$ cat config.mk
export PLATFORM = sky130hd
export DESIGN_NAME = approx_mul_ha_pipe
export DESIGN_NICKNAME = d
export VERILOG_FILES = /design/src/rtl/approx_mul_ha_pipe.sv
export SDC_FILE = /design/constraint.sdc
export NUM_CORES = 1
export LEC_CHECK = 0
export ABC_AREA = 1
export CORE_MARGIN = 2
export CORE_UTILIZATION = 25
export CTS_CLUSTER_SIZE = 30
export DETAILED_ROUTE_END_ITERATION = 16
export PLACE_DENSITY_LB_ADDON = 0.3
export SLEW_MARGIN = 20
export SYNTH_ARGS = -nofsm -noshare
export SYNTH_HDL_FRONTEND = slang
export SYNTH_SLANG_ARGS = --single-unit
$ cat constraint.sdc
create_clock -name clk -period 2.7 [get_ports clk]
set_input_delay 0.27 -clock clk [delete_from_list [all_inputs] [get_ports clk]]
set_output_delay 0.27 -clock clk [all_outputs]
set_load 0.02 [all_outputs]
$ cat src/rtl/approx_mul_ha_pipe.sv
// Pipelined unsigned WxW approximate multiplier built from half-adder arrays over
// partial-product row pairs; approximation type chosen per transaction.
module approx_mul_ha_cell (
    input  logic       a,
    input  logic       b,
    input  logic       en,
    input  logic [1:0] mode,
    output logic       s,
    output logic       c
);
    always_comb begin
        s = a ^ b;
        c = a & b;
        if (en) begin
            unique case (mode)
                2'd1: begin s = a | b; c = 1'b0; end
                2'd2: begin s = 1'b0;  c = a;    end
                2'd3: begin s = 1'b0;  c = 1'b0; end
                default: ;
            endcase
        end
    end
endmodule

module approx_mul_ha_pipe #(
    parameter int W = 8,
    parameter logic [(W/2)*(W-1)-1:0] APPROX_MASK = 28'h39C
) (
    input  logic           clk,
    input  logic           rst,
    input  logic           in_valid,
    output logic           in_ready,
    input  logic [W-1:0]   x,
    input  logic [W-1:0]   y,
    input  logic [1:0]     mode,
    output logic           out_valid,
    input  logic           out_ready,
    output logic [2*W-1:0] p,
    output logic [1:0]     p_mode
);
    localparam int H  = W / 2;
    localparam int AW = W + 2;

    logic                   live;
    logic [2:1]             vld;
    logic                   s2_adv, s1_adv, accept;
    logic [H-1:0][W-1:1]    cs, cc;
    logic [H-1:0][AW-1:0]   arr_d, arr_q;
    logic [1:0]             mode_q;
    logic [2*W-1:0]         sum;

    assign s2_adv    = !vld[2] | out_ready;
    assign s1_adv    = s2_adv | !vld[1];
    // live holds in_ready low until the first edge after reset release
    assign in_ready  = live & s1_adv;
    assign accept    = in_valid & in_ready;
    assign out_valid = vld[2];

    for (genvar k = 0; k < H; k++) begin : g_pair
        logic [W:0]   t;
        logic [W-2:0] bv;
        for (genvar j = 1; j < W; j++) begin : g_col
            approx_mul_ha_cell u_cell (
                .a    (x[2*k] & y[j]),
                .b    (x[2*k+1] & y[j-1]),
                .en   (APPROX_MASK[k*(W-1)+j-1]),
                .mode (mode),
                .s    (cs[k][j]),
                .c    (cc[k][j])
            );
        end
        assign t        = {cc[k][W-1], cs[k], x[2*k] & y[0]};
        assign bv       = {x[2*k+1] & y[W-1], cc[k][W-2:1]};
        assign arr_d[k] = {1'b0, t} + {1'b0, bv, 2'b00};
    end

    always_comb begin
        sum = '0;
        for (int k = 0; k < H; k++)
            sum = sum + ((2*W)'(arr_q[k]) << (2*k));
    end

    always_ff @(posedge clk or posedge rst) begin
        if (rst) begin
            live   <= 1'b0;
            vld    <= '0;
            arr_q  <= '0;
            mode_q <= '0;
            p      <= '0;
            p_mode <= '0;
        end else begin
            live <= 1'b1;
            if (s1_adv) begin
                vld[1] <= accept;
                if (accept) begin
                    arr_q  <= arr_d;
                    mode_q <= mode;
                end
            end
            if (s2_adv) begin
                vld[2] <= vld[1];
                if (vld[1]) begin
                    p      <= sum;
                    p_mode <= mode_q;
                end
            end
        end
    end
endmodule

==> results of run 1 <==
## worst max-delay path: stages, from the launching register on
cell and delay, ns:
dfrtp_1 0.32, inv_1 0.06, fa_1 0.52, fa_1 0.51, inv_1 0.06, ha_4 0.30, nand2_1 0.11, inv_1 0.08
nand2_1 0.08, nand2_1 0.07, nand2_1 0.07, nand3_1 0.08, nand2_1 0.05, nand3_1 0.06, nand2_1 0.05
## state kept, by name, summed over array words and instances (netlist names)
signal  cells
vld         2
p_mode      2
live        1
mode_q      2
arr_q      40
p          16
## what timing repair did
item                                    in CTS  in global routing
gates resized for setup                      0                 13
hold buffers                                 0                  0
endpoints found under the setup margin       0                  8
buffers inserted                             0                  0
## routing by layer
layer / global-route usage [%] / vias up
li1: - / 2552
met1: 17.5 / 2131
met2: 16.9 / 77
met3: 2.02 / 14
met4: 3.84 / 0
met5: 0 / -
## cells in the mapped netlist (all sizes together)
cell	n	area (um^2)
o31ai	3	22.5
conb	1	3.75
xor2	6	52.6
a31oi	4	25.0
dfrtp	63	1580
or2	2	12.5
a21boi	3	22.5
nand3	50	250
buf	13	90.1
o21ai	54	270
nand2	247	930
and2	1	6.26
inv	160	601
fa	17	340
o21bai	4	30.0
clkbuf	17	63.8
ha	85	1060
nor3b	2	15.0
nand4	13	81.3
nor2	21	78.8
xnor2	4	35.0
nand3b	2	15.0
a21oi	15	75.1
## report_power, final
part	internal, uW	leakage [uW]	switching [uW]
sequential	1160	0.000797	116
combinational	958	0.00311	1330
clock	904	0.000166	455
## cell type report
cell class | count | area, um^2 | share of cell area (%)
inverter | 160 | 601 | 8.66
clock buffer | 9 | 225 | 3.25
clock inverter | 7 | 120 | 1.73
timing repair buffer | 74 | 671 | 9.67
tap | 285 | 357 | 5.14
sequential | 63 | 1580 | 22.7
multi-input combinational | 534 | 3390 | 48.8
## stage by stage
step,setup WS (ns),cell area [um^2],TNS (ns),hold WS [ns],total power (uW)
4_1_cts,0.0724,6880,0,0.336,4820
2_1_floorplan,0.268,5660,0,0.442,2760
5_1_grt,0.00805,6940,0,0.362,5350
3_5_place_dp,-0.00283,6530,-0.00283,0.469,3430
6_report,0.169,6940,0,0.318,4920
3_3_place_gp,0.0171,6530,0,0.464,3420
## path summary, 6_finish.rpt
check                      startpoint         to  slack [ns]  cells after the start
max in group asynchronous         rst  arr_q[29]        2.08                      3
hold / removal                    rst       p[3]        0.32                      3
hold reg to reg             arr_q[34]  arr_q[34]        0.48                      2
setup reg to reg             arr_q[9]      p[15]        0.17                     14
min in group clk            arr_q[34]  arr_q[34]        0.48                      2
setup / recovery             arr_q[9]      p[15]        0.17                     14
## cell families (layout without fill, tap and decap cells)
| group | count (synthesis) | in the layout | share of synthesized area [%] |
|---|---|---|---|
| flip-flops | 63 | 63 | 27.9 |
| XOR/XNOR | 10 | 10 | 1.55 |
| buffers and inverters | 190 | 250 | 13.3 |
| other | 1 | 1 | 0.0662 |
| AND/OR/NAND/NOR | 338 | 338 | 24.5 |
| adder cells (fa/ha/maj) | 102 | 102 | 24.8 |
| AO/OA/AOI/OAI | 83 | 83 | 7.87 |
==> flow_summary.yaml, run 1 <==
clock_tree:
  cts_tree: "done"
  clock_latency_ns: 0.34
  htree_levels: 3
  clock-root-buffer: "clkbuf_16"
  numCtsBuffers: 9
  clkSlewWorstSetupHoldPaths_ns: 0.06
  cts_buffer_depth: 2
  cts.sinks: 63
route:
  drt_iter0_drc: 210
  wl_met3_um: 626
  drt-total-wl_mm: 13.4
  via_per_inst: 4.22
  met1Wirelength_mm: 7.37
  antenna_left: 0
  wl_met2_mm: 5.19
  first_pass_iters: 4
  route.detailed.drc: 0
  routed.top_layer: "met4"
  wl_per_cell_um: 11.8
  vias: 4774
layout:
  drive_gt1_share_pct: 7.56
  finish.utilization_pct: 30.9
  final_nets: 966
  area_growth_pct: 22.6
  diodes: 0
  stdcell_count: 1132
  layout_common_cells: "nand2_1, inv_1, ha_1"
  mostFrequentLayoutCell: "nand2_1"
  layout.filler_cells: 2451
setup_path:
  crit_arrival_ns: 2.76
  crit_path_end_kind: "register"
  worstPathMaxFanout: 5
  cp_data_required_time_ns: 2.93
  critPathLaunchType: "register"
  crit_type: "reg2reg"
synth:
  yosys_warnings: 0
  synth_area_per_cell_um2: 7.19
  synth_area_um2: 5660
  ys_types: 30
  ys_ff_latch: 63
  synthCells: 787
  seq_area_frac_synth_pct: 27.9
  synth.net_count: 911
pwr:
  ir_drop_mv: 0.298
  leakage_uw: 0.00408
  p_per_area_nw_per_um2: 710
sta:
  rsz0062_at_grt: "false"
  worst_pin_slew_ns: 0.534
  setup_viol: 0
  period_share_pct: 93.8
  fmax_ghz: 0.395
  min_period_ns: 2.53
  max-slew-margin-rel_pct: 64.4
  final_max_slew_viol_count: 0
  hold_viol: 0
  finClkSkew_ns: 0.00906
global_routing:
  grt_max_degree: 64
  grt_pass1_vias: 4548
  grt_use_total_pct: 11.7
  antenna_found_initial: 0
  grt_pass1_wl_mm: 22.4
  overflow: 0
job:
  drv_cap: 0
placement:
  place_congestion: 0.785
  dp_hpwl_mm: 10.7
  dpl.cell_count: 1116
  io_buffers: 41
worst_hold_path:
  hp-class: "in2async"
floorplanning:
  dieArea_um2: 23900
  core_area_um2: 22400
  die_h_um: 154
  ioPinCount: 42
  core.rowCount: 55
  initial_core_util_pct: 25.2
  die_w_um: 154
outcome:
  status: "finished, final reports clean"
No activity file was read; power rests on OpenSTA's default activity.
==> run 2: changes to the inputs <==
Settings changed: CORE_UTILIZATION 25 to 40.
==> run 2 against run 1 <==
  * Flip-flop and latch count is the same
  * Maximum frequency is 1.8% lower
  * Clock-buffer cell count up 3
  * Critical path depth shrank 2
  * Sequential share of layout area rose by 0.74 points
  * Clock power is 16% lower
  * Critical endpoint is now p[13]
  * Largest cell class unchanged
==> flow_summary.yaml, run 2 (synthesized netlist as in run 1, its figures left out) <==
outcome:
  status: "finished, final reports clean"
setup_path:
  crit_family: "adder cells"
  worstPathMaxFanout: 5
  crit_type: "reg2reg"
  cpPeakStageDelay_ns: 0.53
  critPathBufInv: 2
  cp_data_required_time_ns: 2.92
  critPathSlowestCell: "fa_1"
  crit_path_end_kind: "register"
  critPathLaunchType: "register"
  cp_cell_sequence: "inv_1 -> fa_1 -> fa_1 -> inv_1 -> ha_4 -> nand2_1 -> nor2_2 -> nand3_1 -> nand3_1 -> nand2_1 -> nand3_1 -> nand2_1"
  crit_arrival_ns: 2.80
clock_tree:
  clock_latency_ns: 0.33
  htree_levels: 3
  cts_buffer_depth: 2
  clkSlewWorstSetupHoldPaths_ns: 0.05
  ctsHoldBuffers: 0
  cts.sinks: 63
  cts_tree: "done"
  numCtsBuffers: 9
  clock-root-buffer: "clkbuf_16"
layout:
  area_growth_pct: 18.7
  drive_gt1_share_pct: 6.98
  mostFrequentLayoutCell: "nand2_1"
  final_area_um2: 6720
  reg.largest.list: "arr_q: 40 flops, p: 16 flops"
  layout_common_cells: "nand2_1, inv_1, ha_1"
  finish.utilization_pct: 48.6
  final_nets: 964
  largest_reg_flops: 40
  regMostFlops: "arr_q"
  diodes: 0
  layout.filler_cells: 1411
sta:
  rsz0062_at_grt: "true"
  min_period_ns: 2.58
  hold_viol: 0
  setup_viol: 0
  fin_hold_ws_ns: 0.261
  period_share_pct: 95.5
  fmax_ghz: 0.388
  finClkSkew_ns: 0.00304
  final_max_slew_viol_count: 0
route:
  route.detailed.drc: 0
  wl_per_cell_um: 11.9
  first_pass_iters: 4
  via_per_inst: 4.66
  antenna_left: 0
  vias: 4773
  drt-total-wl_mm: 12.2
  drt_iter0_drc: 212
placement:
  dp_hpwl_mm: 9.74
  place_congestion: 0.866
  io_buffers: 41
  place_area_um2: 6370
floorplanning:
  die_h_um: 123
  core.rowCount: 43
  dieArea_um2: 15100
  die_w_um: 123
  initial_core_util_pct: 40.9
  core_area_um2: 13800
  ioPinCount: 42
pwr:
  p_comb_share_pct: 48.2
  p_total_uw: 4660
  leakage_uw: 0.00404
  internal_power_uw: 2840
  clockPowerShare_pct: 24.4
  p_sw_uw: 1820
  swShare_pct: 39.0
  p_per_area_nw_per_um2: 694
  power_frac_seq_pct: 27.4
  ir_drop_mv: 0.435
global_routing:
  grt_use_total_pct: 17.6
  antenna_found_initial: 0
  grt_max_degree: 48
  grt_pass1_wl_mm: 20.9
  grt_pass1_vias: 4532
  overflow: 0
job:
  drv_cap: 0
worst_hold_path:
  hp-class: "in2async"
==> run 2: layout make-up <==
type                            count  area (um^2)  area share (%)
Tap cell                          180          225            3.35
Sequential cell                    63         1580            23.5
Multi-Input combinational cell    534         3380            50.3
Clock buffer                       12          246            3.67
Clock inverter                      4         45.0           0.670
Timing Repair Buffer               72          643            9.57
Inverter                          160          601            8.94
==> run 2: what timing repair did <==
action	4_1_cts	5_1_grt
gates resized for setup	0	11
endpoints found under the setup margin	0	8
setup buffers	0	1
==> run 2: per-layer routing <==
layer	GRT usage (%)	part of all wire (%)	vias to the layer above
li1	-	-	2555
met1	25.5	54	2154
met2	27.5	43	54
met3	2.12	2.2	10
met4	5.17	1.2	0
met5	0	0	-
==> run 2: path summary, 6_finish.rpt <==
path	startpoint	endpoint	slack (ns)	cells past startpoint
min in group clk	p[13]	p[13]	0.48	2
min reg2reg	p[13]	p[13]	0.48	2
max in group asynchronous	rst	arr_q[11]	1.78	3
max	arr_q[17]	p[13]	0.12	12
max reg2reg	arr_q[17]	p[13]	0.12	12
min	rst	vld[2]	0.26	2
==> run 2: power groups by stage <==
| stage | combinational [uW] | sequential [uW] | clock, uW |
|---|---|---|---|
| 6_report | 2250 | 1270 | 1140 |
| 5_1_grt | 2590 | 1300 | 1210 |
| 4_1_cts | 2110 | 1280 | 1160 |
| 3_5_place_dp | 2090 | 1290 | 0 |
| 3_3_place_gp | 2060 | 1290 | 0 |
| 2_1_floorplan | 1350 | 1410 | 0 |
==> run 2: metrics by stage <==
stage / setup TNS (ns) / setup slack (ns) / cells
final: 0 / 0.123 / 1025
after global routing: -0.0384 / -0.0370 / 1025
after CTS: 0 / 0.0314 / 1024
after detailed placement: 0 / 0.0212 / 1008
after global placement: 0 / 0.0425 / 1008
after floorplan: 0 / 0.268 / 787
==> patch 1, RTL diff (settings of run 2) <==
The parameter `W` goes from 8 to 9.
--- a/src/rtl/approx_mul_ha_pipe.sv
+++ b/src/rtl/approx_mul_ha_pipe.sv
@@ -24,5 +24,5 @@
 
 module approx_mul_ha_pipe #(
-    parameter int W = 8,
+    parameter int W = 9,
     parameter logic [(W/2)*(W-1)-1:0] APPROX_MASK = 28'h39C
 ) (
Ports: changed (resized p, x and y); port bits go from 42 to 46. The function was not compared with the original's and may differ.
==> patch 1 against run 2 <==
Area after synthesis increased by 12%. Final area is 13% higher. Non-clock buffer count up 8. Sequential cell count up 6. Total power grew 19%. Routed wire length is 12% higher. Count of clock-buffer cells in the layout is 1 lower. Fmax increased by 0.41%. Die area is 11% higher. Setup slack improved by 0.011 ns. Clock skew rose by 0.0023 ns. Critical endpoint is now p[14].
==> patch 1: results (changes against run 2) <==
Timing
  – Final setup margin: 0.1331 ns (+0.01059 ns)
  – Setup Skew: 0.005374 ns (+0.002330 ns)
  – Hold WS: 0.3624 ns (+0.1010 ns)
  – Slew HR: 54.75%

Critical path
  – WP data arrival: 2.79 ns (about the same)
  – CP max FO: 5 (unchanged)
  – Worst path max stage delay: 0.49 ns (-0.04 ns)

Finish
  – Non-clk invs: 188 (+18%)
  – Fin nets: 1,100 (+14%)
  – Number of non-clock buffers: 80 (+11%)
  – Final-layout clock-cell area share: 4.136% (-0.20 points)
  – Sequential cells: 69 (+9.5%)
  – Seq area share: 22.65% (-0.81 points)
  – Biggest regs: arr_q (44), p (18)
  – Clock buffer count: 11 (-1)
  – # fillers: 1,548 (+9.7%)
  – Fraction of layout cells with a size suffix above 1: 8.282% (+1.3 points)
  – N_diodes: 0 (unchanged)
  – #MultiIn Comb: 614 (+15%)
  – Non-clk buf share: 9.486% (-0.084 points)
  – Area of the multi-input gates: 3889 sq um (+15%)

Power
  – Max VDD drop: 363.8 uV (-16%)
  – Int Power: 3369 uW (+18%)
  – Leak: 0.004592 uW (+14%)

Routing
  – WL final: 13,670 um (+12%)
  – Routed vias/inst: 4.617 (-0.85%)
  – DR DRC count: 0 (unchanged)
  – 1st-iter DRT viols: 293 (+38%)
  – Pre-antenna DRT Iters: 5 (+1)

Status
  – Outcome: finished clean

Clock tree
  – H-Tree Depth: 3 (unchanged)
  – Clk slew on worst S/H paths: 0.06 ns
  – Setup Buffers After CTS: 0 (unchanged)
  – Num CTS Buffers: 9 (unchanged)
  – Post-CTS sizing: 0 (unchanged)
  – Clock latency at the later pin of the worst-skew pair: 0.33 ns (about the same)
  – Max Root-Sink Buffers: 2 (unchanged)

Yosys
  – Netlist cell types: 31 (+3.3%)
  – Area contributors post-synth: dfrtp_1 (27%), ha_1 (19%), nand2_1 (18%), inv_1 (11%), fa_1 (6.0%)
  – Async S/R FF share, synth: 100.0% (unchanged)
  – Synth cell count leaders: nand2_1 (306), inv_1 (186), ha_1 (95)
  – Syn_nets: 1,039 (+14%)
  – Seq/Total Area, Yosys: 27.27% (-0.58 points)
  – Ys flop type: dfrtp_1

Floorplanning
  – Core Area: 15,310 sq um (+11%)

Global route
  – First-pass GRT wire length: 23,560 um (+13%)
  – Initial antenna violation count: 0 (unchanged)
  – GRT Util Overall: 17.58% (about the same)
  – Largest net degree at the start of global routing: 55 (+15%)
  – Vias in the first global route: 5,077 (+12%)

Place
  – Dpl cell area: 7161 sq um (+12%)
  – Post-DP HPWL: 10,770 um (+11%)
  – Final RePlAce weighted congestion: 0.8770 (+1.3%)
  – Port bufs: 44 (+7.3%)
  – Worst slack at placement: 0.03434 ns (+0.01316 ns)

Worst hold path
  – Hold WC Path Type: in -> async
[patch 1: cell types whose count changed after synthesis, moves of 6 or more]
cell     change
nand2_1     +60
inv_1       +28
o21ai_0     +13
o21ai_1     -12
ha_1        +10
nor2_1       +7
a21oi_1      +6
dfrtp_1      +6
nand4_1      -6
[patch 1: power groups by stage]
stage                     clock network, uW  registers, uW  logic, uW
after floorplan                           0           1560       1590
after detailed placement                  0           1420       2500
after global routing                   1330           1430       3290
final                                  1260           1400       2880
after CTS                              1290           1400       2530
after global placement                    0           1410       2470
[patch 1: metal layers]
metal  routed length, um  global-route usage (%)  vias up
met1                7232                   24.94     2456
met5                   0                       0        -
met2                5864                   27.90       74
li1                    -                       -     2893
met4                 154                   4.807        0
met3                 414                   2.829       11
[patch 1: logic make-up after synthesis]
family                     count (synthesis)  synth area share (%)
AOI/OAI and AO/OA                         90                 7.609
xor gates and xnor gates                  13                 1.798
adders and majority gates                114                 24.78
buffers and inverters                    218                 13.40
DFF                                       69                 27.27
other                                      1               0.05923
and+or+nand+nor                          396                 25.08
[patch 1: final timing paths]
| path | startpoint | endpoint | cells past startpoint |
|---|---|---|---|
| max in group asynchronous | rst | arr_q[42] | 3 |
| worst max-delay path | arr_q[15] | p[14] | 13 |
| worst min-delay path | rst | p[1] | 2 |
| worst max register to register | arr_q[15] | p[14] | 13 |
| worst min register to register | mode_q[0] | p_mode[0] | 2 |
| min in group clk | mode_q[0] | p_mode[0] | 2 |
[patch 1: metrics by stage]
step	instances	setup TNS [ns]	utilization, %
final	1177	0	49.78
after global routing	1177	-0.05782	49.78
after CTS	1175	0	48.82
after detailed placement	1160	0	46.76
after global placement	1160	0	46.76
after floorplan	901	0	-
==> patch 2, RTL diff (config.mk and constraints of run 2) <==
Made on the original files. Reset style: synchronous (`rst`), changed in one clocked block.
--- a/src/rtl/approx_mul_ha_pipe.sv
+++ b/src/rtl/approx_mul_ha_pipe.sv
@@ -81,5 +81,5 @@
     end
 
-    always_ff @(posedge clk or posedge rst) begin
+    always_ff @(posedge clk) begin
         if (rst) begin
             live   <= 1'b0;
Function: changed (a bounded check fails within 4 cycles, from zero or initial values and one cycle with rst high; the reset may be asserted at any time).
==> patch 2 against run 2 <==
Synthesized cell count rose by 1.5%. Setup slack improved by 0.048 ns. Global-route usage fell by 0.36 points. Via count fell by 0.15%. Area after synthesis fell by 2.0%. First-iteration DRC count rose by 17%. Final area fell by 1.3%. Routed wire length fell by 3.8%. Sequential cell count did not move. Critical path type unchanged. Largest cell class unchanged.
Power is not compared: it rests on default switching activity, and its combinational part moved more than twofold at a synthesized area within 25%.
==> patch 2: results (changes against run 2) <==
Yosys
  – Post-Synth XOR/XNOR Area: 2.685% (+1.1 points)
  – Netlist cell types: 30 (unchanged)
  – Synth cell count leaders: inv_1 (176), nand2_1 (163), ha_1 (85)
  – Syn avg cell area: 6.940 sq um (-3.5%)
  – Ys flop type: dfxtp_1
  – Compound-Gate Fraction of Synth Area: 12.52% (+4.7 points)
  – Seq/Total Area, Yosys: 22.74% (-5.1 points)
  – Area contributors post-synth: dfxtp_1 (23%), ha_1 (19%), inv_1 (12%), nand2_1 (11%), fa_1 (6.1%)
  – Synth Area in Adders: 25.32% (+0.51 points)
  – Syn_nets: 923 (+1.3%)
  – Ys Warns: 0 (unchanged)
  – Async S/R FF share, synth: 0% (-100 points)
  – Mux share of post-synthesis cell area: 0% (unchanged)

Place
  – Final RePlAce weighted congestion: 0.8560 (-1.1%)
  – Dpl cell area: 6207 sq um (-2.5%)
  – Dpl cells: 1,016 (+0.79%)
  – Worst slack at placement: -0.03111 ns (-0.05228 ns)
  – Post-DP HPWL: 9344 um (-4.0%)

Finish
  – Fin nets: 973 (+0.93%)
  – # fillers: 1,376 (-2.5%)
  – Register with the most flip-flops: arr_q
  – Fraction of layout cells with a size suffix above 1: 8.431% (+1.4 points)

Global route
  – Met3 GRT Util: 2.575% (+0.45 points)
  – Largest net degree at the start of global routing: 39 (-19%)
  – Met1 usage: 24.52% (-1.0 points)
  – Vias in the first global route: 4,408 (-2.7%)
  – First-pass GRT wire length: 20,400 um (-2.5%)
  – GRT Util Overall: 17.22% (-0.36 points)
  – Routing usage on met2: 26.36% (-1.1 points)

Clock tree
  – CTS root buffer: clkbuf_16
  – Clk slew on worst S/H paths: 0.06 ns
  – Clock latency at the later pin of the worst-skew pair: 0.33 ns (about the same)

Critical path
  – WP data arrival: 2.76 ns (-0.04 ns)
  – CP max FO: 4 (-1)
  – Crit-path slowest cell: fa_1
  – Setup slack, reg-to-reg: 0.17 ns (+0.05 ns)

Routing
  – DR DRC count: 0 (unchanged)
  – Pre-antenna DRT Iters: 5 (+1)
  – 1st-iter DRT viols: 247 (+17%)
  – Wire length per cell: 11.36 um (-4.6%)
  – Routed wl met2: 5100 um (-2.0%)
  – Routed vias/inst: 4.609 (-1.0%)
  – DR vias: 4,766 (-0.15%)
  – DRT met1 WL: 6249 um (-5.2%)
  – Met3 WL post-DR: 291 um (+11%)

Power
  – Max VDD drop: 230.6 uV
  – Int Power: 2236 uW
  – Part of the power in registers: 31.8%

Status
  – Outcome: finished clean

Worst hold path
  – Hold WC Path Type: reg -> reg

Timing
  – Hold WS: 0.4599 ns (+0.1986 ns)
  – Setup Skew: 0.007460 ns (+0.004415 ns)
  – Final setup margin: 0.1708 ns (+0.04830 ns)
==> patch 2: cell types whose count changed in the layout (fill, tap and decap cells not counted), moves of 5 or more <==
cell	delta
a21oi_1	+50
dfrtp_1	-63
dfxtp_1	+63
inv_1	+19
nand2_1	-84
nand3_1	+8
nand4_1	-6
nor2_1	+9
o21a_1	+5
o21ai_0	+12
o21ai_1	-12
==> patch 2: final timing paths <==
kind | startpoint | endpoint | cells after the start
setup / recovery | arr_q[8] | p[11] | 15
hold / removal | mode_q[0] | mode_q[0] | 2
setup reg to reg | arr_q[8] | p[11] | 15
hold reg to reg | mode_q[0] | mode_q[0] | 2
==> patch 2: cell type report <==
cell class	count	area [sq um]	area share, %
flip-flops and latches	63	1261	19.02
clock inverters	7	120.1	1.811
multi-input cells	520	3453	52.08
well taps	180	225.2	3.396
clock buffers	9	225.2	3.396
inverters	180	680.7	10.26
repair buffers	75	665.6	10.04
==> patch 2: what timing repair did <==
item	4_1_cts	5_1_grt
gates resized for setup	0	14
setup endpoints to repair	0	8
setup buffers	0	2
